--- src/rtl/enable_debounce_if.sv ---
// Enable-debounce signal bundle: the synchronised enable level going in, and the
// debounced level, edge pulses and busy flag coming out.
// Optional macro ENABLE_GLITCH_CNT_EN adds the glitch_clr / glitch_count pair.
interface enable_debounce_if
`ifdef ENABLE_GLITCH_CNT_EN
#(
    parameter int GLITCH_CNT_W = 8
)
`endif
;
    logic enable_sync_in;
    logic enable_out;
    logic rise_pulse;
    logic fall_pulse;
    logic busy;
`ifdef ENABLE_GLITCH_CNT_EN
    logic                    glitch_clr;
    logic [GLITCH_CNT_W-1:0] glitch_count;

    modport master (
        output enable_sync_in,
        output glitch_clr,
        input  enable_out,
        input  rise_pulse,
        input  fall_pulse,
        input  busy,
        input  glitch_count
    );

    modport slave (
        input  enable_sync_in,
        input  glitch_clr,
        output enable_out,
        output rise_pulse,
        output fall_pulse,
        output busy,
        output glitch_count
    );
`else
    modport master (
        output enable_sync_in,
        input  enable_out,
        input  rise_pulse,
        input  fall_pulse,
        input  busy
    );

    modport slave (
        input  enable_sync_in,
        output enable_out,
        output rise_pulse,
        output fall_pulse,
        output busy
    );
`endif
endinterface

--- src/rtl/enable_debounce.sv ---
// enable_debounce: qualifies an already-synchronised enable level. A level change is
// accepted only after DEBOUNCE_CYCLES consecutive equal samples; the clean level and
// one-cycle rise/fall pulses are registered outputs. busy flags an open qualification.
// Optional macro ENABLE_GLITCH_CNT_EN adds a saturating counter of aborted
// qualifications with a synchronous clear (glitch_clr has priority over increment).
module enable_debounce #(
    parameter int DEBOUNCE_CYCLES = 16
`ifdef ENABLE_GLITCH_CNT_EN
    , parameter int GLITCH_CNT_W = 8
`endif
) (
    input  logic              clk,
    input  logic              reset,
    enable_debounce_if.slave  bus
);

    localparam int CNT_W = $clog2(DEBOUNCE_CYCLES + 1);
    // Count value held on the edge before the accepting edge.
    localparam logic [CNT_W-1:0] CNT_LAST = CNT_W'(DEBOUNCE_CYCLES - 1);

    localparam logic [1:0] ST_LOW     = 2'd0;
    localparam logic [1:0] ST_QUAL_HI = 2'd1;
    localparam logic [1:0] ST_HIGH    = 2'd2;
    localparam logic [1:0] ST_QUAL_LO = 2'd3;

    logic [1:0]       state_q, state_d;
    logic [CNT_W-1:0] cnt_q, cnt_d;
    logic             enable_out_q, enable_out_d;
    logic             rise_pulse_q, rise_pulse_d;
    logic             fall_pulse_q, fall_pulse_d;
    logic             busy_q, busy_d;

    // Next-state and qualification counter: one opposite sample restarts qualification.
    always_comb begin
        // NOTE: every variable gets a default first so no path leaves it unassigned,
        // which would otherwise infer a latch.
        state_d = state_q;
        cnt_d   = cnt_q;
        case (state_q)
            ST_LOW: begin
                if (bus.enable_sync_in) begin
                    if (DEBOUNCE_CYCLES == 1) begin
                        state_d = ST_HIGH;
                        cnt_d   = '0;
                    end else begin
                        state_d = ST_QUAL_HI;
                        cnt_d   = CNT_W'(1);
                    end
                end else begin
                    cnt_d = '0;
                end
            end
            ST_QUAL_HI: begin
                if (!bus.enable_sync_in) begin
                    state_d = ST_LOW;
                    cnt_d   = '0;
                end else if (cnt_q == CNT_LAST) begin
                    state_d = ST_HIGH;
                    cnt_d   = '0;
                end else begin
                    cnt_d = cnt_q + CNT_W'(1);
                end
            end
            ST_HIGH: begin
                if (!bus.enable_sync_in) begin
                    if (DEBOUNCE_CYCLES == 1) begin
                        state_d = ST_LOW;
                        cnt_d   = '0;
                    end else begin
                        state_d = ST_QUAL_LO;
                        cnt_d   = CNT_W'(1);
                    end
                end else begin
                    cnt_d = '0;
                end
            end
            ST_QUAL_LO: begin
                if (bus.enable_sync_in) begin
                    state_d = ST_HIGH;
                    cnt_d   = '0;
                end else if (cnt_q == CNT_LAST) begin
                    state_d = ST_LOW;
                    cnt_d   = '0;
                end else begin
                    cnt_d = cnt_q + CNT_W'(1);
                end
            end
            default: begin
                state_d = ST_LOW;
                cnt_d   = '0;
            end
        endcase
    end

    // Output decode from the next state so every output is a plain flop.
    always_comb begin
        enable_out_d = (state_d == ST_HIGH) || (state_d == ST_QUAL_LO);
        busy_d       = (state_d == ST_QUAL_HI) || (state_d == ST_QUAL_LO);
        rise_pulse_d = enable_out_d && !enable_out_q;
        fall_pulse_d = !enable_out_d && enable_out_q;
    end

    // State, counter and registered outputs; reset abandons any open qualification.
    always_ff @(posedge clk or posedge reset) begin
        // NOTE: sequential state uses non-blocking assignments so every flop samples
        // the pre-edge values regardless of statement order.
        if (reset) begin
            state_q      <= ST_LOW;
            cnt_q        <= '0;
            enable_out_q <= 1'b0;
            rise_pulse_q <= 1'b0;
            fall_pulse_q <= 1'b0;
            busy_q       <= 1'b0;
        end else begin
            state_q      <= state_d;
            cnt_q        <= cnt_d;
            enable_out_q <= enable_out_d;
            rise_pulse_q <= rise_pulse_d;
            fall_pulse_q <= fall_pulse_d;
            busy_q       <= busy_d;
        end
    end

    assign bus.enable_out = enable_out_q;
    assign bus.rise_pulse = rise_pulse_q;
    assign bus.fall_pulse = fall_pulse_q;
    assign bus.busy       = busy_q;

`ifdef ENABLE_GLITCH_CNT_EN
    logic [GLITCH_CNT_W-1:0] glitch_q, glitch_d;
    logic                    glitch_ev;

    // Aborted qualification detection and saturating count with clear priority.
    always_comb begin
        glitch_ev = ((state_q == ST_QUAL_HI) && !bus.enable_sync_in) ||
                    ((state_q == ST_QUAL_LO) &&  bus.enable_sync_in);
        glitch_d  = glitch_q;
        if (bus.glitch_clr) begin
            glitch_d = '0;
        end else if (glitch_ev && !(&glitch_q)) begin
            glitch_d = glitch_q + GLITCH_CNT_W'(1);
        end
    end

    // Glitch counter register.
    always_ff @(posedge clk or posedge reset) begin
        if (reset) begin
            glitch_q <= '0;
        end else begin
            glitch_q <= glitch_d;
        end
    end

    assign bus.glitch_count = glitch_q;
`endif

endmodule

--- src/flat_wrapper.sv ---
// flat-port wrapper written by rule: the top's interface ports become plain ports
module enable_debounce_flat 
#(
    parameter int DEBOUNCE_CYCLES = 16

)
  (clk, reset, bus_enable_sync_in, bus_enable_out, bus_rise_pulse, bus_fall_pulse, bus_busy);
  enable_debounce_if bus_i ();
  input  logic clk;
  input  logic reset;
  input wire logic [$bits(bus_i.enable_sync_in)-1:0] bus_enable_sync_in;
  output wire logic [$bits(bus_i.enable_out)-1:0] bus_enable_out;
  output wire logic [$bits(bus_i.rise_pulse)-1:0] bus_rise_pulse;
  output wire logic [$bits(bus_i.fall_pulse)-1:0] bus_fall_pulse;
  output wire logic [$bits(bus_i.busy)-1:0] bus_busy;
  assign bus_i.enable_sync_in = bus_enable_sync_in;
  assign bus_enable_out = bus_i.enable_out;
  assign bus_rise_pulse = bus_i.rise_pulse;
  assign bus_fall_pulse = bus_i.fall_pulse;
  assign bus_busy = bus_i.busy;
  enable_debounce #(.DEBOUNCE_CYCLES(DEBOUNCE_CYCLES)) u_core (.clk(clk), .reset(reset), .bus(bus_i));
endmodule
--- config.mk ---
export PLATFORM = sky130hd
export DESIGN_NAME = enable_debounce_flat
export DESIGN_NICKNAME = d
export VERILOG_FILES = /design/src/rtl/enable_debounce_if.sv /design/src/rtl/enable_debounce.sv /design/src/flat_wrapper.sv
export SDC_FILE = /design/constraint.sdc
export NUM_CORES = 1
export LEC_CHECK = 0
export CAP_MARGIN = 20
export CORE_AREA = 2 2 39 41
export CTS_CLUSTER_DIAMETER = 200
export DETAILED_ROUTE_END_ITERATION = 10
export DIE_AREA = 0 0 41 43
export GPL_TIMING_DRIVEN = 0
export HOLD_SLACK_MARGIN = 0.02
export SYNTH_ARGS = -nofsm -noshare
export SYNTH_HDL_FRONTEND = slang
export SYNTH_SLANG_ARGS = --single-unit
--- constraint.sdc ---
create_clock -name clk -period 4.3 [get_ports clk]
set_input_delay 0.43 -clock clk [delete_from_list [all_inputs] [get_ports clk]]
set_output_delay 0.43 -clock clk [all_outputs]
set_load 0.01 [all_outputs]
; ---- Word-level counts from Yosys, hierarchy flattened
; Index checks and enable logic that the tools add are counted.
[totals]
register_bits = 11
latchBits = 0
ramBits = 0
mem_bits_ro = 0
word_cells = 34
memories = 0
[op_classes]
add_sub_neg = 1
mul = 0
n_div = 0
order_cmp = 0
eq_ne = 7
n_shift = 0
mux = 13
n_bitwise = 0
n_reduce_logical = 7
[op_table]
columns = operator, n
row1 = $pmux W5 S4, 1
row2 = $mux W5, 3
row3 = $mux W2, 6
row4 = $eq A2 B2 Y1 const B, 4
row5 = $pmux W2 S4, 1
row6 = $add A5 B1 Y5 const B, 1
row7 = $eq A5 B4 Y1 const B, 1
row8 = $eq A2 B1 Y1 const B, 2
row9 = $logic_and A1 B1 Y1, 2
row10 = $logic_not A1 Y1, 2
row11 = $logic_not A2 Y1, 1
row12 = $logic_or A1 B1 Y1, 2
row13 = $mux W1, 2

; ---- Longest topological paths before layout
[depth]
word_depth = 8
ltp_mapped = 4
mapped_depth_nobuf = 4

; ---- Least setup slack after synthesis
; OpenSTA, ideal clock, no wires.
[synth_timing]
path_type = register to register
start = register u_core.cnt_q[0]
end = register u_core.enable_out_q (netlist: u_core.bus.enable_out)
setup_time_ns = 0.125
t_arrival_ns = 1.353
t_required_ns = 4.175
slack_ns = 2.822
stages_incl_launch_ff = 5
path_buffers = 0
synth_period_minus_slack_ns = 1.478
cell_sequence = dfrtp_1 > ha_1 > nand3_2 > nor3b_4 > mux2_4
[synth_via]
elab_chain_len = 6
word_cells_on_any_way = 9
classes_between = eq/ne (3) / mux (5) / reduce/logical (1)
[synth_rtl]
columns = item, line
row1 = from (decl), enable_debounce.sv:27  ; logic [CNT_W-1:0] cnt_q, cnt_d;
row2 = from (signal assigned), enable_debounce.sv:116  ; cnt_q <= cnt_d;
row3 = $eq A5 B4 Y1 (*), "enable_debounce.sv:57, enable_debounce.sv:81"
row4 = "$mux W2, on equally long branches", "enable_debounce.sv:81, enable_debounce.sv:57"
row5 = "$mux W2, on equally long branches", "enable_debounce.sv:78, enable_debounce.sv:54"
row6 = $pmux W2 S4 (*), enable_debounce.sv:39  ; case (state_q)
row7 = $eq A2 B2 Y1, enable_debounce.sv:97  ; enable_out_d = (state_d == ST_HIGH) || (state_d == ST_QUAL_LO);
row8 = $logic_or A1 B1 Y1 (*), enable_debounce.sv:97
row9 = named net u_core.enable_out_d, enable_debounce.sv:28  ; logic enable_out_q, enable_out_d;
row10 = to (signal assigned), enable_debounce.sv:117  ; enable_out_q <= enable_out_d;
row11 = to (decl), enable_debounce.sv:28
; The timed path passes the listed nets; every way through them passes the cells marked *.

==> impl_metrics.toml <==
[power]
total_power_mw = 0.194
p_leak_nw = 0.247
vdd_drop_max_mv = 0.159
power_density_nw_per_um2 = 333

[yosys]
synth_most_common_cell = "dfrtp_1"
synth.distinct_cells = 17
synth-seq-cells = 10
ys_seq_area_share_pct = 53.8
synth_ff_type = "dfrtp_1"
synth_nets = 42
yosys.area.top_type = "dfrtp_1"
synth_commonest_cells = "10 x dfrtp_1, 5 x nand2b_1, 3 x nand2_1, 3 x nor2_1"
synth_area_leaders = "dfrtp_1 54%, nand2b_1 6.7%, mux2_4 6.5%"
netlist_area_um2 = 465
avgSynthCellArea_um2 = 12.2
ys_async_sr_fraction_pct = 100
synth_top_area_share_pct = 53.8
synth_cells = 38
ys_warn_count = 0
synth_edf_count = 0

[detailed_routing]
drc = 0
first_iter_violations = 3
wl_um = 732
vias = 301
wire_per_inst_um = 11.4
drt_pass1_iterations = 2
ant_nets = 0
vias_per_cell = 4.70

[place]
port-buffer-count = 6
preCtsSetupSlack_ns = 2.67
gp_congestion = 0.698
hpwlAfterDp_um = 526

[timing]
tns_ns = 0
period_share_pct = 38.5
max_freq_mhz = 604
hold_viol = 0
worst_pin_slew_ns = 0.390
maxSlewViolCount = 0
setup_ws_ns = 2.65
period_minus_slack_ns = 1.65
rsz0062_at_grt = "false"
setup_viol = 0
slew_headroom_pct = 74.0
final.setup_skew_ns = 0.00308

[flow_run]
drv_cap = 0

[setup_path]
path_cells = "clkdlybuf4s50_1"
cp-endpoint = "bus_busy"
critical-path-max-stage-delay_ns = 0.56
crit-reg2reg-launch = "u_core.cnt_q[0]"
crit_buf_inv = 1
timing.rr.end = "u_core.state_q[1]"
path_delay_family = "buffers and inverters"
crit_slowest_cell = "clkdlybuf4s50_1"
ff2ff_setup_slack_ns = 2.69
crit_cells = 1
crit_start = "u_core.state_q[0]"
arrival_ns = 1.22
cp.required_ns = 3.87
r2r_cells = 4
critical_path_class = "flip-flop to output pin"
path_max_fanout = 5
start_kind = "flip-flop"
end_kind = "output pin"

[grt]
grt_max_degree = 11
grt_pass1_wl_mm = 1.25
track_usage_pct = 11.7
grt.overflow.total = 0
grt_antenna_before_repair = 0
first_global_vias = 300

[worst_hold_path]
hold_class = "input port to async pin"

[die]
io_pins = 7
fp.coreArea_um2 = 1380
die_h_um = 43
initial_utilization_pct = 33.6
std_cell_rows = 14
dieArea_um2 = 1760
die_width_um = 41

[cts]
cts_buffers = 3
cts_tree = "done"
cts_setup_buffers = 0
ctsHoldBuffers = 0
worstSkewPairLatency_ns = 0.27
cts.clk_slew.worst_paths_ns = 0.07
cts.sinks = 10
clock-root-buffer = "clkbuf_4"
h-tree-depth = 1
cts_resized = 0
clockBufferDepth = 2

[finish]
areaGrowthSynthToFinish_pct = 25.0
fin_nets = 53
antenna_cells = 0
drive_above_1_share_pct = 18.8

[outcome]
status = "completed"
through the flow:
stage          cells  hold slack [ns]  cell area, um2  util, %
2_1_floorplan     38            0.270             465        -
3_3_place_gp      60            0.519             546     39.4
3_5_place_dp      60            0.516             546     39.4
4_1_cts           64            0.449             582     42.0
5_1_grt           64            0.467             582     42.0
6_report          64            0.432             582     42.0
worst register-to-register path: stages (launching register included):
cell	delay, ns
dfrtp_1	0.40
ha_1	0.25
nand3_2	0.13
nor3b_4	0.40
mux2_4	0.33
logic make-up after synthesis:
logic type      Yosys count  share of synthesized area (%)
fa+ha+maj                 1                           2.69
mux                       5                           13.2
flops                    10                           53.8
xor+xnor                  3                           5.65
simple gates             16                           21.2
compound gates            2                           2.69
buf+inv                   1                          0.806
power breakdown:
group | leakage, nW | total (mW) | switching, mW | internal (mW)
clock | 0.0210 | 0.0860 | 0.0346 | 0.0514
sequential | 0.135 | 0.0976 | 0.00186 | 0.0957
combinational | 0.0904 | 0.0102 | 0.00524 | 0.00497
total | 0.247 | 0.194 | 0.0417 | 0.152
layout by cell type, fill, tap and decap left out:
| master | count |
|---|---|
| dfrtp_1 | 10 |
| nor2_1 | 3 |
| and3_1 | 1 |
| mux2i_1 | 2 |
| clkbuf_8 | 1 |
| nor3b_4 | 1 |
| nand2b_1 | 5 |
| ha_1 | 1 |
| clkbuf_4 | 3 |
| nand3_2 | 1 |
| nand3_1 | 2 |
| mux2_2 | 1 |
| clkdlybuf4s50_1 | 6 |
| a211oi_1 | 1 |
| inv_1 | 1 |
| a21oi_1 | 1 |
| nand2_1 | 3 |
| mux2_4 | 2 |
| xnor2_1 | 2 |
| xor2_1 | 1 |
state kept, by name, summed over array words and instances (netlist names):
signal                 count
u_core.bus.enable_out      1
u_core.bus.fall_pulse      1
u_core.bus.rise_pulse      1
u_core.cnt_q               5
u_core.state_q             2
cell type report:
| cell class | count | area, um2 |
|---|---|---|
| fill | 147 | 802 |
| clock buffer | 4 | 36.3 |
| tap | 16 | 20.0 |
| inverter | 1 | 3.75 |
| sequential | 10 | 250 |
| timing repair buffer | 6 | 60.1 |
| multi-input combinational | 27 | 211 |
how the worst min path moves through the flow:
stage | end | slack [ns] | depth (start not counted) | startpoint
finish | u_core.bus.rise_pulse | 0.43 | 2 | reset
global route | u_core.bus.fall_pulse | 0.47 | 2 | reset
CTS | u_core.bus.fall_pulse | 0.45 | 2 | reset
detailed placement | u_core.cnt_q[0] | 0.52 | 1 | u_core.cnt_q[0]
global placement | u_core.cnt_q[0] | 0.52 | 1 | u_core.cnt_q[0]
floorplan | u_core.bus.enable_out | 0.27 | 1 | reset
routing by layer:
| layer | vias to the layer above | track usage (%) | share of wire [%] |
|---|---|---|---|
| met3 | 4 | 4.71 | 4.1 |
| met1 | 139 | 13.5 | 44 |
| met5 | - | 0 | 0 |
| li1 | 151 | - | - |
| met2 | 7 | 15.0 | 48 |
| met4 | 0 | 12.0 | 3.4 |
No activity file was read; power rests on OpenSTA's default activity.
